File: config.mk
export PLATFORM = sky130hd
export DESIGN_NAME = bcd_conv_sched
export DESIGN_NICKNAME = d
export VERILOG_FILES = /design/src/rtl/bcd_sched_pkg.sv /design/src/rtl/rr_arbiter.sv /design/src/rtl/bcd_conv_sched.sv
export SDC_FILE = /design/constraint.sdc
export NUM_CORES = 1
export LEC_CHECK = 0
export BUFFER_PORTS_ARGS = -buffer_cell sky130_fd_sc_hd__buf_4
export CAP_MARGIN = 20
export CORE_MARGIN = 8
export CORE_UTILIZATION = 38
export CTS_CLUSTER_DIAMETER = 80
export CTS_CLUSTER_SIZE = 10
export DETAILED_ROUTE_END_ITERATION = 8
export GPL_TIMING_DRIVEN = 0
export HOLD_SLACK_MARGIN = 0.06
export PLACE_DENSITY = 0.67
export SYNTH_ARGS = -nofsm -noshare
export SYNTH_HDL_FRONTEND = slang
export SYNTH_SLANG_ARGS = --single-unit
File: constraint.sdc
create_clock -name clk -period 2.7 [get_ports clk]
set_clock_uncertainty 0.15 [all_clocks]
set_input_delay 0.27 -clock clk [delete_from_list [all_inputs] [get_ports clk]]
set_output_delay 0.27 -clock clk [all_outputs]
set_load 0.05 [all_outputs]
File: src/rtl/bcd_sched_pkg.sv
// Shared types and constants for the binary-to-BCD converter scheduler.
package bcd_sched_pkg;

  localparam int DEF_N_REQ   = 3;
  localparam int DEF_W_BIN   = 12;
  localparam int DEF_W_BCD   = 16;
  localparam int DEF_TIMEOUT = 127;
  localparam int CONV_PERIOD = 62;

  localparam logic [3:0] NEG_TAG = 4'hE;

  typedef enum logic [2:0] {
    IDLE,
    LOAD,
    FLUSH,
    CONVERT,
    PUBLISH
  } state_t;

endpackage

File: src/rtl/rr_arbiter.sv
// Combinational round-robin arbiter: first pending channel at or above rr_ptr, wrapping.
module rr_arbiter #(
  parameter int N_REQ = 3
) (
  input  logic [N_REQ-1:0]         pend,
  input  logic [$clog2(N_REQ)-1:0] rr_ptr,
  output logic [N_REQ-1:0]         grant,
  output logic [$clog2(N_REQ)-1:0] idx,
  output logic                     any
);

  localparam int IDXW = $clog2(N_REQ);

  logic [IDXW:0]   w_sum;
  logic [IDXW-1:0] w_cand;

  // NOTE: every variable written here gets a default first, so no path leaves one unassigned and no latch is inferred.
  always_comb begin
    grant  = '0;
    idx    = '0;
    any    = 1'b0;
    w_sum  = '0;
    w_cand = '0;
    for (int k = 0; k < N_REQ; k++) begin
      w_sum = {1'b0, rr_ptr} + (IDXW+1)'(k);
      if (w_sum >= (IDXW+1)'(N_REQ)) w_sum = w_sum - (IDXW+1)'(N_REQ);
      w_cand = w_sum[IDXW-1:0];
      if (!any && pend[w_cand]) begin
        any           = 1'b1;
        idx           = w_cand;
        grant[w_cand] = 1'b1;
      end
    end
  end

endmodule

File: src/rtl/bcd_conv_sched.sv
// Buffers per-channel binary values, grants the shared free-running BCD converter
// round-robin, discards the in-flight stale result and publishes the tagged BCD word.
module bcd_conv_sched
  import bcd_sched_pkg::*;
#(
  parameter int N_REQ   = DEF_N_REQ,
  parameter int W_BIN   = DEF_W_BIN,
  parameter int W_BCD   = DEF_W_BCD,
  parameter int TIMEOUT = DEF_TIMEOUT
) (
  input  logic                   clk,
  input  logic                   rst,
  input  logic [N_REQ-1:0]       req,
  input  logic [N_REQ*W_BIN-1:0] req_val,
  output logic [N_REQ-1:0]       ack,
  output logic [W_BIN-1:0]       conv_bin,
  input  logic [W_BCD-1:0]       conv_bcd,
  input  logic                   conv_ready,
  output logic [W_BCD-1:0]       disp_bcd,
  output logic [1:0]             disp_src,
  output logic                   disp_valid,
  output logic                   busy,
  output logic                   err
);

  localparam int IDXW = $clog2(N_REQ);
  localparam int WDW  = $clog2(TIMEOUT);

  state_t           r_state, w_next;
  logic [W_BIN-1:0] r_hold [N_REQ];
  logic [N_REQ-1:0] r_pend, w_pend_nxt, w_grant;
  logic [IDXW-1:0]  r_rr, r_sel, w_idx;
  logic             w_any, w_take, w_timeout, w_wd_done;
  logic [W_BIN-1:0] r_act, r_conv_bin;
  logic [WDW-1:0]   r_wd;
  logic [W_BCD-1:0] r_disp_bcd;
  logic [1:0]       r_disp_src;
  logic             r_err;

  rr_arbiter #(.N_REQ(N_REQ)) u_arb (
    .pend   (r_pend),
    .rr_ptr (r_rr),
    .grant  (w_grant),
    .idx    (w_idx),
    .any    (w_any)
  );

  assign w_wd_done = (r_wd == WDW'(TIMEOUT - 1));

  // conv_ready takes priority over a watchdog expiry on the same cycle.
  always_comb begin
    w_next     = r_state;
    w_take     = 1'b0;
    w_timeout  = 1'b0;
    ack        = '0;
    disp_valid = 1'b0;
    case (r_state)
      IDLE:    if (w_any) begin
                 w_take = 1'b1;
                 w_next = LOAD;
               end
      LOAD:    w_next = FLUSH;
      FLUSH,
      CONVERT: if (conv_ready) begin
                 w_next = (r_state == FLUSH) ? CONVERT : PUBLISH;
               end else if (w_wd_done) begin
                 w_timeout = 1'b1;
                 w_next    = IDLE;
               end
      PUBLISH: begin
                 disp_valid = 1'b1;
                 ack[r_sel] = 1'b1;
                 w_next     = IDLE;
               end
      default: w_next = IDLE;
    endcase
  end

  // A request on the grant cycle re-sets the bit the grant just cleared.
  always_comb begin
    w_pend_nxt = r_pend;
    if (w_take)    w_pend_nxt = w_pend_nxt & ~w_grant;
    if (w_timeout) w_pend_nxt[r_sel] = 1'b1;
    w_pend_nxt = w_pend_nxt | req;
  end

  // NOTE: hold registers are qualified by pend, which is reset, so they carry no reset.
  always_ff @(posedge clk) begin
    for (int i = 0; i < N_REQ; i++) begin
      if (req[i]) r_hold[i] <= req_val[i*W_BIN +: W_BIN];
    end
  end

  // NOTE: all state updates use non-blocking assignments so every register samples pre-edge values.
  always_ff @(posedge clk or posedge rst) begin
    if (rst) begin
      r_state    <= IDLE;
      r_pend     <= '0;
      r_rr       <= '0;
      r_sel      <= '0;
      r_act      <= '0;
      r_wd       <= '0;
      r_conv_bin <= '0;
      r_disp_bcd <= '0;
      r_disp_src <= '0;
      r_err      <= 1'b0;
    end else begin
      r_state <= w_next;
      r_pend  <= w_pend_nxt;
      if (w_next != r_state)                        r_wd <= '0;
      else if (r_state == FLUSH || r_state == CONVERT) r_wd <= r_wd + 1'b1;
      if (w_take) begin
        r_act <= r_hold[w_idx];
        r_sel <= w_idx;
        r_rr  <= (w_idx == IDXW'(N_REQ - 1)) ? '0 : w_idx + 1'b1;
      end
      if (r_state == LOAD) r_conv_bin <= r_act;
      if (r_state == CONVERT && conv_ready) begin
        r_disp_bcd <= conv_bcd;
        r_disp_src <= 2'(r_sel);
      end
      if (w_timeout) r_err <= 1'b1;
    end
  end

  assign conv_bin = r_conv_bin;
  assign disp_bcd = r_disp_bcd;
  assign disp_src = r_disp_src;
  assign err      = r_err;
  assign busy     = (r_state != IDLE);

endmodule

==> results by group <==
Detailed routing
  – DRT Wirelength: 10,400 um
  – Per-cell via count in the routed design: 4.85
  – Wire per inst: 16.9 um
  – Total number of vias: 2,995
  – Residual DRC count: 0
  – Detailed-routing iteration count for the pre-antenna-repair pass: 4
  – Initial DRC count: 110
  – Remaining number of nets flagged by the antenna check after routing: 0

Synth
  – Synth Net Count: 380
  – Synth Warn #: 0
  – Number of synthesized flops with an enable pin: 36
  – Async set or reset register ratio after synthesis: 0.625
  – Syn_area_per_cell: 12.9 um2
  – Seq cells post-synth: 96
  – Top FF cell, synth: sky130_fd_sc_hd__dfrtp_1
  – Syn Std Cell Area: 4080 um2
  – Gate count of the mapped netlist: 316
  – Count of different cell masters after synthesis: 43
  – Share of the yosys chip area belonging to registers: 0.633

Setup path
  – WS Path Type: reg2reg
  – Arrival @ worst endpoint: 2.65 ns
  – Slowest stage cell, crit path: sky130_fd_sc_hd__a221oi_4
  – Delay contributed by the slowest stage of the critical path: 0.45 ns
  – Worst EP required: 2.78 ns
  – Most Frequent Cell on Critical Path: sky130_fd_sc_hd__buf_2
  – Largest delay share family, worst path: buffers and inverters
  – Crit-path max FO: 10
  – List of cells traversed by the critical path: buf_4, ha_1, inv_1, a21oi_1, a221oi_4, buf_2, buf_2, a31oi_1
  – Crit start category: flop
  – Total buffers and inverters traversed by the critical path: 4
  – Kind of end point of the critical path: flop

STA
  – Hold violation count in the final report: 0
  – Fin. max-slew vios: 0
  – Maximum achievable frequency: 390 MHz
  – Share of the cycle needed by the critical path after routing: 0.950
  – Fin Setup TNS: 0 ns
  – Worst-margin pin slew: 0.875 ns
  – Final-report setup violation count: 0
  – Final WS setup: 0.134 ns
  – Max_slew headroom: 0.408
  – Final min period: 2.57 ns
  – Worst hold slack across all endpoints: 0.0985 ns

Die
  – Number of I/O pins: 94
  – Area of the die: 14,300 um2
  – Site row count: 38
  – Floorplan core area: 10,700 um2
  – Starting density of the core: 0.383
  – Die Wd: 120 um
  – Die Ht: 120 um

Clock network
  – Clock insertion delay at the later pin of the skew report: 0.37 ns
  – Clock slew seen by the registers of the worst setup and hold paths: 0.09 ns
  – Sink count of the clock tree: 96
  – Clock tree from TritonCTS: yes
  – Clock buffers created by TritonCTS: 9
  – Clock tree root driver cell: sky130_fd_sc_hd__clkbuf_8
  – CTS HTree Levels: 3
  – Worst-case clock buffer depth: 2

Run
  – Total of max-cap violations: 0

Power and ir drop
  – Power per standard cell area: 1200 nW/um2
  – Max VDD drop: 0.512 mV
  – Leakage component of the power: 2.41 nW

Cells and area
  – Layout Utilization: 0.540
  – Ratio of cells with drive above 1 in the final layout: 0.356
  – Diode insertion count for antenna repair: 0
  – Commonest cells after routing, fill and taps aside: sky130_fd_sc_hd__buf_4 (95), sky130_fd_sc_hd__dfrtp_1 (60), sky130_fd_sc_hd__dlygate4sd3_1 (53), sky130_fd_sc_hd__edfxtp_1 (36), sky130_fd_sc_hd__mux2_2 (29)
  – Leading cell type in the layout, fill and taps excluded: sky130_fd_sc_hd__buf_4
  – Synth-to-layout area growth: 41.1%
  – Final-stage net count: 537

Min path
  – Worst hold path type: in2reg

Place
  – Worst setup slack before clock tree synthesis: -0.344 ns
  – I/O Buffers: 93
  – Estimated wirelength of the detail-placed design: 6740 um
  – Final weighted congestion in routability-driven placement: 0.804

Status
  – Run status: finished clean

GRT
  – Global-route wire length before repair: 17,000 um
  – Number of global-route vias before repair: 3,335
  – Total gr overflow: 0
  – Global-route usage over all layers: 0.150
  – Antenna violations before repair: 0
  – Maximum number of pins on one net before global-route repair: 36
cell usage after synthesis, types with 6 or more instances:
cell type	count	share of area
sky130_fd_sc_hd__clkbuf_1	7	0.0064
sky130_fd_sc_hd__o21ai_0	10	0.012
sky130_fd_sc_hd__or2_2	13	0.020
sky130_fd_sc_hd__nand2_1	26	0.024
sky130_fd_sc_hd__a31oi_1	14	0.021
sky130_fd_sc_hd__nor2_1	14	0.013
sky130_fd_sc_hd__nor3_1	6	0.0074
sky130_fd_sc_hd__dfrtp_1	60	0.37
sky130_fd_sc_hd__mux2i_1	15	0.037
sky130_fd_sc_hd__ha_1	6	0.018
sky130_fd_sc_hd__edfxtp_1	36	0.27
sky130_fd_sc_hd__mux2_2	29	0.080
sky130_fd_sc_hd__inv_1	11	0.010
sky130_fd_sc_hd__a21oi_1	19	0.023
final timing paths:
| check | start | to | slack, ns | depth (start not counted) |
|---|---|---|---|---|
| max | r_rr[0] | r_act[11] | 0.13 | 8 |
| max in group asynchronous | rst | r_sel[1] | 1.41 | 4 |
| min in group asynchronous | rst | disp_bcd[14] | 0.38 | 3 |
| max reg2reg | r_rr[0] | r_act[11] | 0.13 | 8 |
| min reg2reg | err | err | 0.33 | 1 |
| min | conv_ready | r_state[0] | 0.1 | 3 |
sequential cells by signal, summed over array words and instances (netlist names):
register  count
disp_bcd     16
r_act        12
r_hold       36
r_wd          7
r_rr          2
r_sel         2
conv_bin     12
err           1
r_pend        3
r_state       3
disp_src      2
cells by family (layout without fill, tap and decap cells):
| logic type | Yosys count | after routing | share of synthesized area |
|---|---|---|---|
| buf+inv | 25 | 187 | 0.0264 |
| xor+xnor | 5 | 5 | 0.0107 |
| flops | 96 | 96 | 0.633 |
| compound gates | 58 | 58 | 0.0884 |
| mux | 45 | 45 | 0.121 |
| fa+ha+maj | 6 | 6 | 0.0184 |
| simple gates | 81 | 81 | 0.102 |
power breakdown:
part / switching [mW] / internal (mW) / total (mW)
Combinational: 2.27 / 1.39 / 3.66
Sequential: 0.288 / 1.97 / 2.26
Clock: 0.516 / 0.439 / 0.955
tightest hold or removal path, cell delays in order:
cell                      delay [ns]
sky130_fd_sc_hd__buf_4          0.11
sky130_fd_sc_hd__mux2i_1        0.06
sky130_fd_sc_hd__o21ai_0        0.13
metal layers:
metal / global-route usage / wire (um)
met1: 0.180 / 4500
met2: 0.252 / 5090
met3: 0.0404 / 629
met4: 0.0570 / 195
met5: 0 / 0
final cells by class:
type	instances	area (um2)
fill	914	4900
timing repair buffer	148	1260
buffer	12	62.6
clock buffer	11	131
inverter	11	41.3
tap	140	175
sequential	96	2580
multi-input combinational	195	1440
clock inverter	5	66.3
metrics by stage:
| stage | power, mW | cells | cell area (um2) |
|---|---|---|---|
| floorplan | 4.73 | 316 | 4080 |
| global placement | 5.67 | 549 | 4950 |
| detailed placement | 5.76 | 550 | 4970 |
| CTS | 6.85 | 620 | 5730 |
| global route | 7.32 | 618 | 5750 |
| finish | 6.88 | 618 | 5750 |
what timing repair did:
| item | 4_1_cts | 5_1_grt |
|---|---|---|
| hold buffers | 53 | 0 |
| hold endpoints to repair | 77 | 0 |
| pin swaps | 1 | 2 |
| setup endpoints to repair | 18 | 22 |
| resized for setup | 5 | 9 |
| setup buffers | 1 | 0 |
No activity file was read; power rests on OpenSTA's default activity.
